--- src/rtl/rx_frame_parser.sv ---
// Frame parser: qualifies the RX word stream, locks onto START/END framing, extracts the
// time stamp and forwards payload samples. Optional time-stamp continuity check: RX_FRAME_TS_CHECK_EN.
module rx_frame_parser #(
    parameter logic [15:0] START_WORD  = 16'hDEAD,
    parameter logic [15:0] END_WORD    = 16'hBEEF,
    parameter int unsigned PAYLOAD_LEN = 125,
    parameter int unsigned CNT_W       = 16
) (
    input  logic             rx_std_clkout,
    input  logic             rst,
    input  logic [1:0]       rx_syncstatus,
    input  logic [1:0]       rx_datak,
    input  logic [15:0]      RX_data,
    output logic [15:0]      sample_data,
    output logic             sample_valid,
    output logic             sample_sof,
    output logic             sample_eof,
    output logic [15:0]      frame_ts,
    output logic             frame_ts_valid,
    output logic             frame_ok,
    output logic             frame_err,
    output logic [1:0]       err_code,
    output logic [CNT_W-1:0] frame_cnt,
    output logic [CNT_W-1:0] err_cnt
);

    typedef enum logic [1:0] {StHunt, StTs, StPayload, StEndChk} state_e;

    localparam logic [15:0] LastIdx = 16'(PAYLOAD_LEN - 1);

    state_e      state;
    logic [15:0] pay_cnt;
    logic        link_ok;

    assign link_ok = (rx_syncstatus == 2'b11) && (rx_datak == 2'b00);

`ifdef RX_FRAME_TS_CHECK_EN
    logic [15:0] last_ts;
    logic        last_ts_valid;
    logic        ts_bad;

    // Modulo-2^16 wrap: 16'hFFFF followed by 16'h0000 is continuous.
    assign ts_bad = last_ts_valid && (RX_data != last_ts + 16'd1);
`endif

    function automatic logic [CNT_W-1:0] sat_inc(input logic [CNT_W-1:0] v);
        return (&v) ? v : v + CNT_W'(1);
    endfunction

    always_ff @(posedge rx_std_clkout) begin
        if (rst) begin
            state          <= StHunt;
            pay_cnt        <= '0;
            sample_data    <= '0;
            sample_valid   <= 1'b0;
            sample_sof     <= 1'b0;
            sample_eof     <= 1'b0;
            frame_ts       <= '0;
            frame_ts_valid <= 1'b0;
            frame_ok       <= 1'b0;
            frame_err      <= 1'b0;
            err_code       <= 2'b00;
            frame_cnt      <= '0;
            err_cnt        <= '0;
`ifdef RX_FRAME_TS_CHECK_EN
            last_ts        <= '0;
            last_ts_valid  <= 1'b0;
`endif
        end else begin
            sample_valid   <= 1'b0;
            sample_sof     <= 1'b0;
            sample_eof     <= 1'b0;
            frame_ts_valid <= 1'b0;
            frame_ok       <= 1'b0;
            frame_err      <= 1'b0;

            if (!link_ok) begin
                // Losing the link inside a frame truncates it; idle loss in HUNT is harmless.
                if (state != StHunt) begin
                    state     <= StHunt;
                    frame_err <= 1'b1;
                    err_code  <= 2'b01;
                    err_cnt   <= sat_inc(err_cnt);
`ifdef RX_FRAME_TS_CHECK_EN
                    last_ts_valid <= 1'b0;
`endif
                end
            end else begin
                case (state)
                    StHunt: begin
                        if (RX_data == START_WORD) begin
                            state <= StTs;
                        end
                    end
                    StTs: begin
                        frame_ts       <= RX_data;
                        frame_ts_valid <= 1'b1;
                        pay_cnt        <= '0;
                        state          <= StPayload;
`ifdef RX_FRAME_TS_CHECK_EN
                        if (ts_bad) begin
                            frame_err <= 1'b1;
                            err_code  <= 2'b11;
                            err_cnt   <= sat_inc(err_cnt);
                        end
                        last_ts       <= RX_data;
                        last_ts_valid <= 1'b1;
`endif
                    end
                    StPayload: begin
                        sample_data  <= RX_data;
                        sample_valid <= 1'b1;
                        sample_sof   <= (pay_cnt == 16'd0);
                        sample_eof   <= (pay_cnt == LastIdx);
                        if (pay_cnt == LastIdx) begin
                            state <= StEndChk;
                        end else begin
                            pay_cnt <= pay_cnt + 16'd1;
                        end
                    end
                    StEndChk: begin
                        if (RX_data == END_WORD) begin
                            frame_ok  <= 1'b1;
                            frame_cnt <= sat_inc(frame_cnt);
                            state     <= StHunt;
                        end else begin
                            frame_err <= 1'b1;
                            err_code  <= 2'b10;
                            err_cnt   <= sat_inc(err_cnt);
                            // A START_WORD in the end slot is taken as the next frame's start.
                            state     <= (RX_data == START_WORD) ? StTs : StHunt;
                        end
                    end
                    default: state <= StHunt;
                endcase
            end
        end
    end

endmodule

--- config.mk ---
export PLATFORM = sky130hd
export DESIGN_NAME = rx_frame_parser
export DESIGN_NICKNAME = d
export VERILOG_FILES = /design/src/rtl/rx_frame_parser.sv
export SDC_FILE = /design/constraint.sdc
export NUM_CORES = 1
export LEC_CHECK = 0
export CAP_MARGIN = 25
export CORE_MARGIN = 3
export CORE_UTILIZATION = 50
export DETAILED_ROUTE_END_ITERATION = 8
export HOLD_SLACK_MARGIN = 0.02
export PLACE_DENSITY = 0.87
export SYNTH_ARGS = -nofsm -noshare
export SYNTH_HDL_FRONTEND = slang
export SYNTH_SLANG_ARGS = --single-unit
--- constraint.sdc ---
create_clock -name rx_std_clkout -period 2.48 [get_ports rx_std_clkout]
set_clock_uncertainty 0.2 [all_clocks]
set_input_delay 0.248 -clock rx_std_clkout [delete_from_list [all_inputs] [get_ports rx_std_clkout]]
set_output_delay 0.248 -clock rx_std_clkout [all_outputs]
set_load 0.02 [all_outputs]
Word-level counts from Yosys, hierarchy flattened
Index checks and enable logic that the tools add are counted. Widths: inputs -> output; s select.

$add $sub $neg: 3. Equality and inequality tests: 12. Multiplexer cells: 25. Bitwise logic cells: 4. Reduce and logical (&&, ||, !) cells: 18.

Operators by type and width (count): $mux 16 (6); $add 16x1->16 const B (3); $eq 16x16->1 const B (2); $pmux 16 s2 (1); $reduce_and 16->1 (2); $eq 16x7->1 const B (1); $logic_not 16->1 (1); $mux 2 (8); $mux 1 (9); $reduce_and 3->1 (3); $pmux 2 s4 (1); $eq 2x2->1 const B (3); $ne 3x3->1 const B (2); $reduce_bool 2->1 (3); $reduce_or 3->1 (2); $logic_not 2->1 (2); $ne 2x2->1 const B (2); $not 1->1 (4); $reduce_and 2->1 (2); $reduce_and 4->1 (1); $eq 2x1->1 const B (1); $ne 2x1->1 const B (1); $reduce_or 2->1 (1); $logic_and 1x1->1 (1).

Register bits after elaboration: 90. Input bits: 22. Output and inout port bits: 72.

Logic depth before layout (Yosys ltp)
Gate-level depths: netlist of the first run.

Depth in word-level cells: 5. Depth in mapped cells: 9.

Least setup slack after synthesis of the first run
No wires, ideal clock.

Kind: input -> register. Start: input port RX_data[4]. End: register frame_cnt[12]. Setup time: 0.059 ns. Arrival time: 1.987 ns. Required time: 2.221 ns. Slack: 0.233 ns. Stages: 5. Cell sequence: nand4b_4 -> or4_4 -> or4_4 -> or4_1 -> nand2_1.

Word-level cells in the longest chain between the ends: 2.

RTL lines: start, declared (RTL line 13) `input logic [15:0] RX_data,`; $eq 16x16->1 (RTL line 122) `if (RX_data == END_WORD) begin`; $reduce_and 4->1 (no line); end signal, assigned (RTL line 124) `frame_cnt <= sat_inc(frame_cnt);`; end, declared (RTL line 23) `output logic [CNT_W-1:0] frame_cnt,`.

No other way between the ends. A chain may end at the register's enable or synchronous reset.

Worst setup path in the final report of the first run
Start: input port RX_data[13]. End: register frame_cnt[15].

The elaborated chain is that of the path after synthesis.

==> results of run 1 <==
[critical path: cells and delay by family]
kind | cells | cell delay [ns]
simple gates | 4 | 1.22
buf+inv | 3 | 0.91
compound gates | 1 | 0.15
[logic make-up after synthesis]
logic type | Yosys count | synth area share [%]
compound gates | 123 | 17.6
buf+inv | 33 | 3.10
mux | 5 | 1.30
xor+xnor | 10 | 2.17
simple gates | 223 | 28.8
flops | 90 | 44.6
fa+ha+maj | 8 | 2.48
[worst min path at each step]
stage | endpoint | cells past startpoint
2_1_floorplan | frame_ts[0] | 2
3_3_place_gp | sample_data[15] | 2
3_5_place_dp | sample_data[14] | 2
4_1_cts | err_cnt[15] | 3
5_1_grt | err_cnt[15] | 3
6_report | err_cnt[15] | 3
[area by class of cell]
type	count	area share (%)
Clock inverter	6	0.848
Multi-Input combinational cell	369	37.8
Timing Repair Buffer	148	23.9
Inverter	10	0.669
Clock buffer	10	2.45
Tap cell	102	2.28
Sequential cell	90	32.1
[state kept, by name, summed over array words and instances (netlist names)]
name            count
frame_ts_valid      1
err_cnt            16
frame_ts           16
pay_cnt            16
sample_sof          1
sample_eof          1
sample_data        16
frame_err           1
sample_valid        1
err_code            2
frame_ok            1
state               2
frame_cnt          16
[report_power, final]
group | internal, W | switching (W)
combinational | 0.0000546 | 0.0000523
clock | 0.000402 | 0.000546
sequential | 0.00144 | 0.000000000180
[stage by stage]
step | TNS (ns) | cells | utilization (%) | setup WS (ns)
finish | 0 | 735 | 72.2 | 0.0331
global route | -0.00669 | 735 | 72.2 | -0.00478
CTS | 0 | 732 | 71.9 | 0.00385
detailed placement | -6.54 | 716 | 69.5 | -0.397
global placement | -4.07 | 716 | 69.5 | -0.276
floorplan | 0 | 492 | - | 0.233
[cell usage in the layout (no fill, tap or decap), types with 2 or more instances in the layout]
cell type         n
and3_1            6
ha_1              8
a21oi_1          67
nor4_1            9
clkdlybuf4s50_1  92
mux2_2            2
and2_1            9
nor2_1           24
nand2b_1          2
o31ai_1           5
nand4_1          13
inv_1            10
buf_4            55
nand3_1          16
nor3_1            4
nor2b_1           2
inv_6             3
or4_4             2
dfxtp_1          90
xnor2_1           9
and4_1            8
mux2i_1           3
or4_1             9
or3_1            20
o21ai_0          28
nand4b_1          4
nand2_1          91
a31o_2            2
o311ai_0          2
o211ai_1          9
clkbuf_8         10
[repair_timing]
item                       CTS  global route
hold buffers                 0             0
resized for setup            0             0
buffers inserted             0             3
setup endpoints to repair    0             6
[routing by layer]
| metal | routed length, µm | vias up | share of wire [%] |
|---|---|---|---|
| li1 | - | 2046 | - |
| met4 | 275 | 0 | 2.3 |
| met2 | 6150 | 127 | 53 |
| met1 | 4740 | 2000 | 40 |
| met5 | 0 | - | 0 |
| met3 | 535 | 23 | 4.6 |
==> impl_metrics.csv, run 1 <==
group,metric,value,unit
setup_path,startpoint,"RX_data[13]",
routing,wire_per_inst,15.9,µm
grt,grt_use_met2,45.6,%
grt,grt_pass1_vias,4152,
logic_synthesis,synth_nets,522,
setup_path,r2r-start,"pay_cnt[0]",
timing,rsz0062_at_grt,"true",
setup_path,crit_path_end,"frame_cnt[15]",
setup_path,r2r_setup_slack,0.17,ns
setup_path,crit_type,"in2reg",
routing,route.final.wire_length,11.7,mm
floorplan,coreArea,7770,µm²
setup_path,crit_fanout,6,
hold_path,hold_class,"in2reg",
floorplan,fp.dieW,95.9,µm
routing,initialDrtViolationCount,248,
clock_network,cts.sinks,90,
routing,via_per_inst,5.71,
setup_path,reg2reg_depth,7,
grt,grt.busiest_layer,"met2",
setup_path,critPathLaunchType,"primary input",
cells_and_area,stdcell_area,5610,µm²
grt,grt_max_degree,40,
setup_path,critPathRequiredTime,2.57,ns
timing,slew-limit-headroom,66.1,%
logic_synthesis,synthTopCellsByCount,"nand2_1 (91), dfxtp_1 (90), a21oi_1 (67)",
cells_and_area,nets,658,
grt,grt_util_met3,6.72,%
cells_and_area,multi_input_area,2120,µm²
cells_and_area,seq_area,1800,µm²
logic_synthesis,ys_types,44,
logic_synthesis,synth_top_area_cell,"dfxtp_1",
timing,drv_slew,0,
status,status,"finished clean",
routing,antenna_left,0,
logic_synthesis,yosys-top-cells-area,"dfxtp_1 (45%), nand2_1 (8.5%), a21oi_1 (8.3%)",
power_and_ir_drop,max-vdd-ir-drop,0.000340,V
logic_synthesis,synth_most_common_cell,"nand2_1",
logic_synthesis,synth_area,4040,µm²
run,maxCapViolCount,0,
routing,drtPass1Iterations,5,
floorplan,num_rows,32,
timing,fmax,409,MHz
clock_network,cts-root-buf,"clkbuf_8",
logic_synthesis,ys_seq_area_share,44.6,%
timing,finalHoldViolCount,0,
setup_path,cpMaxStageDelayCell,"or4_1",
grt,grt-ovfl-total,0,
power_and_ir_drop,total_power,0.00250,W
timing,hold_slack,0.136,ns
setup_path,r2r-end,"pay_cnt[9]",
clock_network,numCtsBuffers,9,
timing,setup_viol,0,
floorplan,die_height,95.9,µm
place,port_buffers,93,
logic_synthesis,synth_top_area_share,44.6,%
place,gp_congestion,0.935,
logic_synthesis,ys_warn_count,0,
setup_path,cpPeakStageDelay,0.54,ns
logic_synthesis,synth_edf_count,0,
grt,grt_pass1_wl,19.0,mm
setup_path,arrival,2.54,ns
floorplan,ios,94,
logic_synthesis,syn_inst,492,
clock_network,htreeDepth,3,
logic_synthesis,synth-main-ff-cell,"dfxtp_1",
grt,met1_usage,30.8,%
floorplan,die_area,9190,µm²
clock_network,clk_latency,0.37,ns
clock_network,clock_path_buffers,2,
cells_and_area,drive_above_1_share,13.1,%
setup_path,crit_top_cell,"buf_4",
logic_synthesis,async_flop_share,0,%
logic_synthesis,yosys_register_bits,90,
cells_and_area,area_delta_synth_final,38.9,%
clock_network,cts_tree,"done",
power_and_ir_drop,power.density,446,nW/µm²
hold_path,hp-start,"rst",
clock_network,cts.clk_slew.worst_paths,0.09,ns
grt,track_usage,26.1,%
logic_synthesis,syn_avg_cell_area,8.21,µm²
setup_path,critPathCaptureType,"register",
timing,finalCritPeriodShare,98.7,%
place,placed_area,5400,µm²
place,hpwl,8.57,mm
setup_path,cp_cell_sequence,"clkdlybuf4s50_1 > nand4b_1 > buf_4 > nor4_1 > buf_4 > nand3_1 > or4_1 > a21oi_1",
floorplan,initial_core_util,52.0,%
cells_and_area,n_fill_cell,582,
cells_and_area,diodes,0,
timing,timing.final.crit_period,2.45,ns
routing,vias,4196,
grt,antenna_found_initial,0,
routing,drc,0,
timing,worst_slew_pin_slew,0.507,ns
power_and_ir_drop,p_leak,1.92,nW
No activity file was read; power rests on OpenSTA's default activity.
==> inputs of run 2 (changes only) <==
- ABC_AREA: unset -> 1
- CORE_UTILIZATION: 50 -> 52
- PLACE_DENSITY: 0.87 -> 0.88
- SLEW_MARGIN: unset -> 10
==> run 2 against run 1 <==
  * Setup slack improved by 0.31 ns
  * Wire length increased by 0.44%
  * First-iteration DRC count grew 4.0%
  * Flip-flop and latch count unchanged
==> impl_metrics.csv, run 2 <==
group,metric,value,unit
power_and_ir_drop,p_int,0.00187,W
logic_synthesis,yosys-top-cells-area,"dfxtp_1 (39%), nand2_1 (15%), a21oi_1 (8.6%)",
power_and_ir_drop,max-vdd-ir-drop,0.000341,V
place,hpwl,8.56,mm
clock_network,cts.sinks,90,
timing,timing.final.crit_period,2.14,ns
cells_and_area,n_fill_cell,710,
clock_network,cts-root-buf,"clkbuf_8",
logic_synthesis,syn_inst,666,
setup_path,r2r-start,"err_cnt[0]",
logic_synthesis,ys_types,31,
floorplan,die_height,100,µm
clock_network,cts.clk_slew.worst_paths,0.10,ns
clock_network,cts_tree,"done",
setup_path,critPathRequiredTime,2.50,ns
clock_network,clk_latency,0.37,ns
routing,route.final.wire_length,11.8,mm
place,dp_slack,0.201,ns
power_and_ir_drop,power_switching,0.000640,W
logic_synthesis,synth_edf_count,0,
clock_network,hold_buffers,0,
timing,slew-limit-headroom,56.0,%
timing,rsz0062_at_grt,"false",
routing,vias,4723,
place,gp_congestion,0.872,
clock_network,post_cts_buffers,0,
routing,drtPass1Iterations,5,
cells_and_area,multi_input_area,2430,µm²
setup_path,crit_type,"reg2reg",
logic_synthesis,ys_seq_area_share,39.2,%
status,status,"finished clean",
logic_synthesis,syn_avg_cell_area,6.91,µm²
clock_network,clock_path_buffers,2,
logic_synthesis,ys_warn_count,0,
power_and_ir_drop,p_leak,2.10,nW
floorplan,coreArea,8380,µm²
floorplan,num_rows,33,
floorplan,initial_core_util,54.9,%
hold_path,hold_path_depth,5,
setup_path,crit_path_end,"err_cnt[2]",
logic_synthesis,async_flop_share,0,%
timing,setup_viol,0,
timing,finalHoldViolCount,0,
floorplan,fp.dieW,100,µm
timing,fmax,468,MHz
setup_path,critPathCaptureType,"register",
setup_path,r2r-end,"err_cnt[2]",
grt,grt_pass1_vias,4486,
routing,antenna_left,0,
routing,wire_per_inst,13.5,µm
cells_and_area,layout_commonest_cell,"nand2_1",
timing,final.setup.worst_slack,0.343,ns
power_and_ir_drop,power.density,433,nW/µm²
hold_path,hold_class,"in2reg",
grt,grt_max_degree,63,
run,maxCapViolCount,0,
timing,worst_slew_pin_slew,0.660,ns
setup_path,reg2reg_depth,9,
timing,setup_tns,0,ns
cells_and_area,drive_above_1_share,6.41,%
logic_synthesis,synth_nets,696,
grt,track_usage,23.8,%
clock_network,cts.repair.resized,0,
setup_path,critPathLaunchType,"register",
grt,grt-ovfl-total,0,
cells_and_area,diodes,0,
logic_synthesis,synth-main-ff-cell,"dfxtp_1",
setup_path,r2r_setup_slack,0.34,ns
routing,via_per_inst,5.43,
routing,initialDrtViolationCount,258,
floorplan,die_area,10000,µm²
power_and_ir_drop,pwr-share-clk,37.8,%
cells_and_area,stdcell_count,870,
power_and_ir_drop,p_sw_share,25.5,%
logic_synthesis,synthTopCellsByCount,"nand2_1 (184), dfxtp_1 (90), a21oi_1 (79)",
timing,drv_slew,0,
clock_network,numCtsBuffers,9,
logic_synthesis,synth_area,4600,µm²
grt,grt_pass1_wl,19.8,mm
floorplan,ios,94,
place,port_buffers,93,
cells_and_area,seq_area,1800,µm²
timing,finalCritPeriodShare,86.2,%
logic_synthesis,synth_top_area_cell,"dfxtp_1",
routing,drc,0,
setup_path,arrival,2.16,ns
power_and_ir_drop,combPwrFrac,4.7,%
cells_and_area,final_cell_mix,"nand2_1 (184), clkdlybuf4s50_1 (92), dfxtp_1 (90)",
grt,antenna_found_initial,0,
place,dp.cells,854,
logic_synthesis,yosys_register_bits,90,
cells_and_area,nets,790,
logic_synthesis,synth_most_common_cell,"nand2_1",
power_and_ir_drop,seqPwrFrac,57.6,%
logic_synthesis,synth_top_area_share,39.2,%
setup_path,startpoint,"err_cnt[0]",
cells_and_area,area_delta_synth_final,26.1,%
setup_path,crit_fanout,17,
clock_network,htreeDepth,3,
==> run 2: cell types whose count changed in the layout (fill, tap and decap cells not counted), sizes merged, moves of 8 or more <==
cell    delta
nand2     +95
nor2      +46
nand3     +46
xor2      +18
o211ai     -9
a21oi     +12
and2       -8
nor3      +13
buf       -42
or3       -20
inv       +52
or4       -11
and4       -8
==> run 2: area by class of cell <==
type	instances	area share, %
Tap cell	105	2.26
Clock inverter	7	1.01
Timing Repair Buffer	106	17.6
Clock buffer	9	2.14
Sequential cell	90	31.1
Multi-Input combinational cell	492	41.9
Inverter	61	3.99
==> run 2: cells by family (layout without fill, tap and decap cells) <==
| group | after synthesis | after routing | synth area share [%] |
|---|---|---|---|
| AO/OA/AOI/OAI | 103 | 103 | 11.5 |
| XOR/XNOR | 24 | 24 | 4.57 |
| adder cells (fa/ha/maj) | 8 | 8 | 2.18 |
| buffers and inverters | 84 | 183 | 8.00 |
| flip-flops | 90 | 90 | 39.2 |
| AND/OR/NAND/NOR | 357 | 357 | 34.6 |
==> run 2: how the worst min path moves through the flow <==
stage	slack [ns]	to	startpoint
floorplan	0.19	frame_ts[0]	RX_data[0]
global placement	0.25	err_code[0]	err_code[0]
detailed placement	0.26	frame_ts[5]	frame_ts[5]
CTS	0.15	frame_ts[1]	rst
global route	0.18	sample_data[10]	rst
finish	0.17	sample_data[6]	rst
==> run 2: power by group through the flow <==
stage / sequential (W) / clock [W] / combinational [W]
after detailed placement: 0.00148 / 0 / 0.000115
final: 0.00145 / 0.000949 / 0.000117
after global routing: 0.00145 / 0.00103 / 0.000127
after CTS: 0.00145 / 0.000971 / 0.000116
after global placement: 0.00148 / 0 / 0.000112
after floorplan: 0.00148 / 0 / 0.0000517
==> run 2: stage by stage <==
stage | instance area [µm²] | power, W | hold WS, ns | util, %
2_1_floorplan | 4600 | 0.00153 | 0.191 | -
3_3_place_gp | 5620 | 0.00159 | 0.250 | 67.0
3_5_place_dp | 5620 | 0.00159 | 0.258 | 67.0
4_1_cts | 5800 | 0.00253 | 0.147 | 69.2
5_1_grt | 5800 | 0.00260 | 0.177 | 69.2
6_report | 5800 | 0.00251 | 0.170 | 69.2
==> run 2: critical path: stages (launching register included) <==
cell and delay (ns):
dfxtp_1 0.37, ha_1 0.24, inv_1 0.09, nor2_2 0.06, nand2_1 0.16, nor2_4 0.06
nor2_4 0.32, nand3_4 0.27, nand2_1 0.14, a21oi_1 0.08
==> run 2: per-layer routing <==
layer	track usage [%]	vias to the layer above	routed length [µm]
li1	-	2343	-
met1	30.1	2177	5150
met2	39.8	184	5520
met3	6.18	19	869
met4	7.36	0	223
met5	0	-	0
==> inputs of run 3 (changes only) <==
--- a/config.mk
+++ b/config.mk
@@ -10,4 +10,5 @@
 export CORE_MARGIN = 3
 export CORE_UTILIZATION = 52
+export CTS_CLUSTER_SIZE = 30
 export DETAILED_ROUTE_END_ITERATION = 8
 export HOLD_SLACK_MARGIN = 0.02
==> constraint.sdc (replaced) <==
create_clock -name rx_std_clkout -period 2.48 [get_ports rx_std_clkout]
set_clock_uncertainty 0.2 [all_clocks]
set_input_delay 0.496 -clock rx_std_clkout [delete_from_list [all_inputs] [get_ports rx_std_clkout]]
set_output_delay 0.496 -clock rx_std_clkout [all_outputs]
set_load 0.02 [all_outputs]
==> run 3 against run 2 <==
  * Final area is 2.2% higher
  * Critical path depth shrank 8
  * Clock power rose by 19%
  * Sequential share of layout area decreased by 0.68 points
  * Fmax down 3.2%
  * First-iteration DRC count grew 36%
  * Largest power group unchanged
  * Combinational power about the same
  * Register-to-register slack better by 0.09 ns
  * Clock-buffer cell count is 1 higher
  * Non-clock buffer count grew 8
==> impl_metrics.csv, run 3 (same netlist as run 2, synthesis figures left out) <==
group,metric,value,unit
timing,finalHoldViolCount,0,
timing,timing.final.crit_period,2.21,ns
cells_and_area,n_fill_cell,638,
clock_network,cts-root-buf,"clkbuf_8",
cells_and_area,area_delta_synth_final,28.9,%
setup_path,critPathRequiredTime,1.78,ns
setup_path,cp_num_buf_inv,1,
place,port_buffers,93,
floorplan,fp.dieW,100,µm
timing,rsz0062_at_grt,"false",
clock_network,clock_path_buffers,2,
grt,track_usage,23.6,%
routing,wire_per_inst,13.6,µm
timing,slew-limit-headroom,57.2,%
grt,grt-ovfl-total,0,
routing,drc,0,
cells_and_area,stdcell_area,5930,µm²
floorplan,initial_core_util,54.9,%
floorplan,coreArea,8380,µm²
hold_path,hold_class,"reg2reg",
cells_and_area,final_cell_mix,"nand2_1 (184), clkdlybuf4s50_1 (92), dfxtp_1 (90)",
routing,vias,4760,
clock_network,cts.sinks,90,
clock_network,hold_buffers,0,
clock_network,numCtsBuffers,9,
power_and_ir_drop,power.density,455,nW/µm²
timing,drv_slew,0,
power_and_ir_drop,combPwrFrac,4.4,%
setup_path,crit_fanout,6,
routing,drtPass1Iterations,5,
setup_path,arrival,1.51,ns
cells_and_area,layout_commonest_cell,"nand2_1",
clock_network,post_cts_buffers,0,
setup_path,cpMaxStageDelayCell,"clkdlybuf4s50_1",
cells_and_area,drive_above_1_share,7.37,%
clock_network,htreeDepth,3,
routing,route.final.wire_length,12.0,mm
routing,initialDrtViolationCount,350,
power_and_ir_drop,p_sw_share,22.5,%
setup_path,cp_cell_sequence,"clkdlybuf4s50_1",
timing,worst_slew_pin_slew,0.641,ns
power_and_ir_drop,p_int,0.00209,W
floorplan,die_area,10000,µm²
power_and_ir_drop,seqPwrFrac,53.6,%
grt,grt_pass1_wl,19.7,mm
cells_and_area,nets,798,
setup_path,crit_type,"reg2out",
power_and_ir_drop,pwr-share-clk,42.0,%
place,placed_area,5700,µm²
grt,grt_pass1_vias,4290,
cells_and_area,diodes,0,
timing,fmax,453,MHz
timing,setup_viol,0,
floorplan,die_height,100,µm
run,maxCapViolCount,0,
clock_network,cts_tree,"done",
grt,antenna_found_initial,0,
clock_network,clk_latency,0.36,ns
floorplan,ios,94,
grt,grt_max_degree,63,
power_and_ir_drop,power_switching,0.000608,W
routing,via_per_inst,5.42,
place,hpwl,8.68,mm
routing,antenna_left,0,
power_and_ir_drop,max-vdd-ir-drop,0.000368,V
setup_path,cpPeakStageDelay,0.67,ns
place,gp_congestion,0.920,
setup_path,crit_family,"buffers and inverters",
setup_path,critPathLaunchType,"register",
floorplan,num_rows,33,
power_and_ir_drop,p_leak,2.17,nW
status,status,"finished clean",
clock_network,cts.clk_slew.worst_paths,0.09,ns
setup_path,critPathCaptureType,"output port",
timing,hold_slack,0.267,ns
clock_network,cts.repair.resized,0,
cells_and_area,seq_area,1800,µm²
timing,finalCritPeriodShare,89.0,%
cells_and_area,multi_input_area,2430,µm²
-- run 3: cell type report --
| class | instances | share of cell area [%] |
|---|---|---|
| Clock buffer | 10 | 2.32 |
| Clock inverter | 6 | 1.52 |
| Inverter | 61 | 3.90 |
| Multi-Input combinational cell | 492 | 41.0 |
| Sequential cell | 90 | 30.4 |
| Tap cell | 105 | 2.22 |
| Timing Repair Buffer | 114 | 18.7 |
-- run 3: power by group through the flow --
stage / logic [W] / clock network, W / registers [W]
after floorplan: 0.0000517 / 0 / 0.00148
after global placement: 0.000116 / 0 / 0.00148
after detailed placement: 0.000118 / 0 / 0.00148
after CTS: 0.000119 / 0.00116 / 0.00145
after global routing: 0.000129 / 0.00121 / 0.00145
final: 0.000120 / 0.00113 / 0.00145
-- run 3: worst reg2reg max path: stages (launching register included) --
cell and delay [ns]:
dfxtp_1 0.36, inv_1 0.12, ha_1 0.33, nand2_1 0.16, nand2_1 0.12, nand2_2 0.16, inv_4 0.20, nand2_1 0.12
nor2_1 0.12, nor2_1 0.06
-- run 3: path summary, 6_finish.rpt --
path | cells after the start | endpoint | from | slack (ns)
hold / removal | 2 | err_code[0] | err_code[0] | 0.27
setup reg to reg | 9 | pay_cnt[10] | state[0] | 0.43
setup / recovery | 1 | frame_cnt[7] | frame_cnt[7] | 0.27
hold reg to reg | 2 | err_code[0] | err_code[0] | 0.27
-- run 3: routing by layer --
layer | up-vias | share of wire (%) | track usage [%]
li1 | 2372 | - | -
met1 | 2163 | 43 | 29.9
met2 | 206 | 47 | 40.0
met3 | 19 | 8.7 | 6.67
met4 | 0 | 1.3 | 5.39
met5 | - | 0 | 0
-- run 3: stage by stage --
step / TNS [ns] / setup WS, ns / total power, W / utilization, % / instances
final: 0 / 0.272 / 0.00270 / 70.8 / 878
after global routing: 0 / 0.174 / 0.00279 / 70.8 / 878
after CTS: 0 / 0.263 / 0.00272 / 70.8 / 878
after detailed placement: -0.0277 / -0.0239 / 0.00160 / 68.0 / 862
after global placement: 0 / 0.0640 / 0.00160 / 68.0 / 862
after floorplan: 0 / 0.577 / 0.00153 / - / 666
